==> config.mk <==
export PLATFORM = sky130hd
export DESIGN_NAME = ext_unit_pipe
export DESIGN_NICKNAME = d
export VERILOG_FILES = /design/src/rtl/ext_unit_pipe.sv
export SDC_FILE = /design/constraint.sdc
export NUM_CORES = 1
export LEC_CHECK = 0
export BUFFER_PORTS_ARGS = -buffer_cell sky130_fd_sc_hd__buf_2
export CORE_ASPECT_RATIO = 0.75
export CORE_MARGIN = 1.5
export CORE_UTILIZATION = 40
export DETAILED_ROUTE_END_ITERATION = 10
export GPL_TIMING_DRIVEN = 0
export PLACE_DENSITY_LB_ADDON = 0.2
export SETUP_SLACK_MARGIN = 0.15
export SKIP_LAST_GASP = 1
export SLEW_MARGIN = 15
export SYNTH_ARGS = -nofsm -noshare
export SYNTH_HDL_FRONTEND = slang
export SYNTH_SLANG_ARGS = --single-unit
export TNS_END_PERCENT = 1
==> constraint.sdc <==
create_clock -name clk -period 2.8 [get_ports clk]
set_input_delay 0.56 -clock clk [delete_from_list [all_inputs] [get_ports clk]]
set_output_delay 0.56 -clock clk [all_outputs]
set_load 0.02 [all_outputs]
==> src/rtl/ext_unit_pipe.sv <==
// ext_unit_pipe: IN_W->OUT_W immediate / load-lane extender with a DEPTH-entry output FIFO.
// Latency 1 cycle into an empty FIFO; in_ready depends only on registered occupancy.
module ext_unit_pipe #(
  parameter int IN_W  = 16,
  parameter int OUT_W = 32,
  parameter int DEPTH = 2,
  parameter int ERRW  = 8,
  localparam int LANES = IN_W / 8,
  localparam int SELW  = (LANES > 1) ? $clog2(LANES) : 1
) (
  input  logic             clk,
  input  logic             rst_n,
  input  logic             flush,
  input  logic             in_valid,
  output logic             in_ready,
  input  logic [IN_W-1:0]  in_data,
  input  logic [2:0]       in_mode,
  input  logic [SELW-1:0]  in_sel,
  output logic             out_valid,
  input  logic             out_ready,
  output logic [OUT_W-1:0] out_data,
  output logic             out_err,
  output logic [ERRW-1:0]  err_cnt
);

  localparam bit HAS_HALF = (IN_W >= 16);
  localparam int HALVES   = HAS_HALF ? (IN_W / 16) : 1;
  localparam int PW       = (DEPTH > 1) ? $clog2(DEPTH) : 1;
  localparam int CW       = $clog2(DEPTH + 1);

  logic [IN_W+15:0] wide;
  logic [7:0]       byte_l;
  logic [15:0]      half_l;
  logic [OUT_W-1:0] res;
  logic             res_err;
  int               lane;
  int               hidx;

  assign wide = {16'b0, in_data};

  always_comb begin
    lane   = int'(in_sel) % LANES;
    hidx   = (int'(in_sel) >> 1) % HALVES;
    byte_l = 8'(in_data >> (8 * lane));
    half_l = 16'(wide >> (16 * hidx));
  end

  // Narrow inputs have no halfword lane, so the half modes fall back to the byte lane.
  always_comb begin
    res     = '0;
    res_err = 1'b0;
    case (in_mode)
      3'd0: res = OUT_W'(in_data);
      3'd1: res = OUT_W'($signed(in_data));
      3'd2: res = OUT_W'(in_data) << (OUT_W - IN_W);
      3'd3: res = OUT_W'($signed(byte_l));
      3'd4: res = OUT_W'(byte_l);
      3'd5: begin
        if (HAS_HALF) res = OUT_W'($signed(half_l));
        else          res = OUT_W'($signed(byte_l));
      end
      3'd6: begin
        if (HAS_HALF) res = OUT_W'(half_l);
        else          res = OUT_W'(byte_l);
      end
      default: begin
        res     = '0;
        res_err = 1'b1;
      end
    endcase
  end

  logic [OUT_W-1:0] mem_d [DEPTH];
  logic             mem_e [DEPTH];
  logic [PW-1:0]    rd_ptr;
  logic [PW-1:0]    wr_ptr;
  logic [CW-1:0]    cnt;
  logic             push;
  logic             pop;

  function automatic logic [PW-1:0] ptr_inc(input logic [PW-1:0] p);
    return (p == PW'(DEPTH - 1)) ? '0 : p + 1'b1;
  endfunction

  assign in_ready  = (cnt < CW'(DEPTH));
  assign out_valid = (cnt != '0);
  assign out_data  = mem_d[rd_ptr];
  assign out_err   = mem_e[rd_ptr];
  assign push      = in_valid & in_ready;
  assign pop       = out_valid & out_ready;

  always_ff @(posedge clk) begin
    if (!rst_n) begin
      rd_ptr  <= '0;
      wr_ptr  <= '0;
      cnt     <= '0;
      err_cnt <= '0;
      for (int i = 0; i < DEPTH; i++) begin
        mem_d[i] <= '0;
        mem_e[i] <= 1'b0;
      end
    end else if (flush) begin
      // A coincident transfer-in is dropped entirely, error count included.
      rd_ptr <= '0;
      wr_ptr <= '0;
      cnt    <= '0;
    end else begin
      if (push) begin
        mem_d[wr_ptr] <= res;
        mem_e[wr_ptr] <= res_err;
        wr_ptr        <= ptr_inc(wr_ptr);
      end
      if (pop) rd_ptr <= ptr_inc(rd_ptr);
      case ({push, pop})
        2'b10:   cnt <= cnt + 1'b1;
        2'b01:   cnt <= cnt - 1'b1;
        default: cnt <= cnt;
      endcase
      if (push && res_err && (err_cnt != '1)) err_cnt <= err_cnt + 1'b1;
    end
  end

endmodule

After elaboration in Yosys (flattened, before gate mapping)

Memory sizes are Yosys's and may differ from the RTL's. A register that Yosys moved wholly into a read port is not among the register bits.
Cells that the tools add are included.
W data, S select, Z words.

Input port bits: 25
Bits in writable memories: 66
Flip-flop bits (word level): 12
Memories kept: 2
Logic and storage cells: 58
Output and inout bits: 43

Equality and inequality tests: 9
Add/sub/neg operators: 5
Bitwise logic cells: 4
Reduce and logical (&&, ||, !) cells: 12
$lt $le $gt $ge: 1
Shift-type cells: 1
Multiplexer cells: 20

Memory list:

| name  | words | width | rd ports | clocked after Yosys merged registers in | write ports | RTL line | text |
|---|---|---|---|---|---|---|---|
| mem_d | 2     | 32    | 1        | 1                                       | 2           | 73       | `logic [OUT_W-1:0] mem_d [DEPTH];` |
| mem_e | 2     | 1     | 1        | 1                                       | 2           | 74       | `logic mem_e [DEPTH];` |

Operator list:

| operator              | count |
|---|---|
| $pmux W32 S5          | 1 |
| $mux W32              | 1 |
| $reduce_or A32 Y1     | 1 |
| $mux W1               | 17 |
| $shr A16 B4 Y8        | 1 |
| $eq A3 B3 Y1 const B  | 3 |
| $add A8 B1 Y8 const B | 1 |
| $ne A8 B8 Y1 const B  | 1 |
| $reduce_or A7 Y1      | 1 |
| $eq A3 B2 Y1 const B  | 2 |
| $reduce_or A2 Y1      | 3 |
| $pmux W2 S2           | 1 |
| $reduce_bool A2 Y1    | 2 |
| $eq A3 B1 Y1 const B  | 1 |
| $logic_not A3 Y1      | 1 |
| $add A1 B1 Y1 const B | 2 |
| $add A2 B1 Y2 const B | 1 |
| $and A1 B1 Y1         | 2 |
| $eq A2 B1 Y1 const B  | 1 |
| $eq A2 B2 Y1 const B  | 1 |
| $logic_and A1 B1 Y1   | 2 |
| $lt A2 B2 Y1 const B  | 1 |
| $not A1 Y1            | 2 |
| $reduce_and A2 Y1     | 1 |
| other kinds (2)       | 2 |

Logic depth before layout (Yosys ltp)

Word-level depth: 8
Mapped depth: 6
Depth with buffers taken out: 6

Worst setup path after synthesis

OpenSTA, ideal clock, no wires.

Path type: input to register
From: in flush
To: mem mem_d[0][0], enable pin
Arrival time: 2.064 ns
Stages: 5
Data required time: 2.411 ns
Path buffers: 2
Library setup time: 0.389 ns
Slack: 0.347 ns
Cell sequence: nand2b_1 > or3_1 > buf_2 > buf_6 > nand2_1

RTL lines:

| element     | RTL line | text |
|---|---|---|
| from (decl) | 13       | `input logic flush,` |
| to (decl)   | 73       |  |

==> run_results.csv <==
group,metric,value,unit
yosys,synthesis.area,3890,um^2
die,row_count,30,
yosys,syn_area_per_cell,12.0,um^2
sta,post-route-min-period,2450,ps
sta,rsz0062_at_grt,"false",
die,core_area,9230,um^2
hold_path,hold_path.class,"flop to flop",
global_routing,grt_antenna_before_repair,0,
routing,ant_nets,0,
sta,period_share,0.874,
final_layout,final_cell_area,4710,um^2
clocking,worst_skew_pair.late_latency,340,ps
sta,finalSetupTns,0,ps
clocking,numCtsBuffers,9,
sta,max-slew-margin-rel,0.329,
yosys,synth_edf_count,64,
critical_path,cp-end-kind,"primary output",
clocking,postCtsSetupBuffers,0,
final_layout,area_growth,21.2,%
clocking,cts.sinks,79,
routing,post_drt_wl_per_cell,17.0,um
global_routing,grt_pass1_vias,2635,
final_layout,layout_common_cells,"buf_2, nor2_1, edfxtp_1",
placed_design,gp_congestion,0.862,
critical_path,critPathKind,"flop to primary output",
routing,drc,0,
routing,wl,9.07,mm
global_routing,grt.overflow.total,0,
job,max_cap_viol_count,0,
routing,drt_first_iter_violations,335,
placed_design,portBuffers,65,
die,start_util,0.421,
yosys,ys.flop_type,"edfxtp_1",
routing,firstDrtPassIters,5,
critical_path,crit_path_start_kind,"flop",
yosys,synthArstFlopShare,0,
routing,num_vias,2843,
clocking,path_clk_slew,60,ps
sta,setup_viol,0,
clocking,post_cts_resized,0,
global_routing,grt_max_degree,33,
yosys,ys_seq_elements,79,
critical_path,arrival,1890,ps
yosys,ys.warnings.count,0,
die,ios,68,
clocking,cts_tree,"yes",
placed_design,place_hpwl,6.36,mm
yosys,ys_seq_area_frac,0.572,
power,total_leakage_power,1.79,nW
outcome,outcome,"complete, no violations",
yosys,syn_inst,325,
power,power_density,609,nW/um^2
sta,drv_slew,0,
die,die_x,117,um
clocking,cts_max_level,3,
die,die_h,88.4,um
clocking,cts-root-buf,"clkbuf_16",
global_routing,gr-usage-all-layers,0.190,
final_layout,drive_above_1_share,0.352,
final_layout,final_common_cell,"buf_2",
sta,tightestPinTransition,998,ps
power,irDropWorstVdd,0.611,mV
clocking,postCtsHoldBufs,0,
die,dieArea,10300,um^2
final_layout,layout.nets,429,
yosys,synth_cell_type_count,48,
global_routing,grt_pass1_wl,14.1,mm
final_layout,diodes,0,
yosys,synth_nets,352,
sta,fmaxAchievable,409,MHz
routing,via_per_inst,5.32,
sta,clock_skew,6.94,ps
placed_design,place_area,4400,um^2
sta,hold_viol,0,
critical_path,worst_ep_required_time,2240,ps
clocking,cts_buffer_depth,2,
critical_path,cp_max_fo,10,
==> sequential cells by signal, indices dropped and copies added, names as in the netlist, named ones only <==
signal and flops:
rd_ptr 1, wr_ptr 1, cnt 2, mem_e 2, err_cnt 8, mem_d 64
==> power by group <==
group,switching [W],internal (W),leakage [nW]
Combinational,0.000209,0.000123,0.857
Clock,0.000436,0.000769,0.150
Sequential,0.0000119,0.00132,0.788
==> area by class of cell <==
cell class / count / area, um^2
fillers: 860 / 4530
flip-flops and latches: 79 / 2220
multi-input cells: 218 / 1490
repair buffers: 66 / 353
clock buffers: 10 / 229
plain buffers: 25 / 168
well taps: 128 / 160
clock inverters: 5 / 73.8
inverters: 3 / 11.3
==> kinds of logic after synthesis <==
| logic type | synth area share |
|---|---|
| compound gates | 0.122 |
| xor+xnor | 0.0132 |
| fa+ha+maj | 0.00644 |
| buf+inv | 0.0457 |
| flops | 0.572 |
| mux | 0.101 |
| simple gates | 0.140 |
==> cells in the mapped netlist (2+ instances only) <==
library cell  instances  area [um^2]
a311oi_1              2         17.5
nand2_1              12         45.0
ha_1                  2         25.0
mux2i_1               2         20.0
clkbuf_1              7         26.3
o21ai_0               7         35.0
nand3_1               4         20.0
a21oi_1              10         50.1
inv_1                 3         11.3
or3_1                 2         12.5
nor2_1               73          274
buf_6                 8         90.1
nor2b_1               2         12.5
xnor2_1               3         26.3
a31oi_1               5         31.3
mux2_2               33          372
nand2b_1              5         31.3
edfxtp_1             64         1920
a222oi_1              7         70.1
a32o_1                7         70.1
a211oi_1             17          128
buf_2                10         50.1
dfxtp_1              15          300
==> worst max-delay path, stage by stage (launching register included) <==
cell and delay, ps:
dfxtp_1 300, clkbuf_1 330, buf_2 360, mux2_2 390, buf_2 160
==> final timing paths <==
kind	from	to	slack, ps	cells past startpoint
worst min-delay path	mem_e[0]$_DFF_P_	mem_e[0]$_DFF_P_	490	2
worst max-delay path	flop	out_data[1]	350	4
worst max register to register	cnt[1]$_SDFFE_PP0P_	mem_d[0][13]$_SDFFCE_PN0P_	470	6
worst min register to register	mem_e[0]$_DFF_P_	mem_e[0]$_DFF_P_	490	2
==> per-stage QoR <==
stage	hold WS, ps	utilization	setup WS (ps)	total power, W	std cells
CTS	494	0.510	186	0.00289	534
detailed placement	478	0.477	85.5	0.00169	519
global placement	464	0.473	-336	0.00168	518
floorplan	448	-	347	0.00157	325
global route	525	0.510	273	0.00297	534
finish	488	0.510	354	0.00287	534
==> routing by layer <==
metal	GRT usage	share of wire	wire, um	vias to the layer above
li1	-	-	-	1371
met1	0.274	0.49	4410	1368
met2	0.275	0.44	4030	93
met3	0.0486	0.055	497	11
met4	0.0734	0.014	131	0
met5	0	0	0	-
No activity file was read; power rests on OpenSTA's default activity.
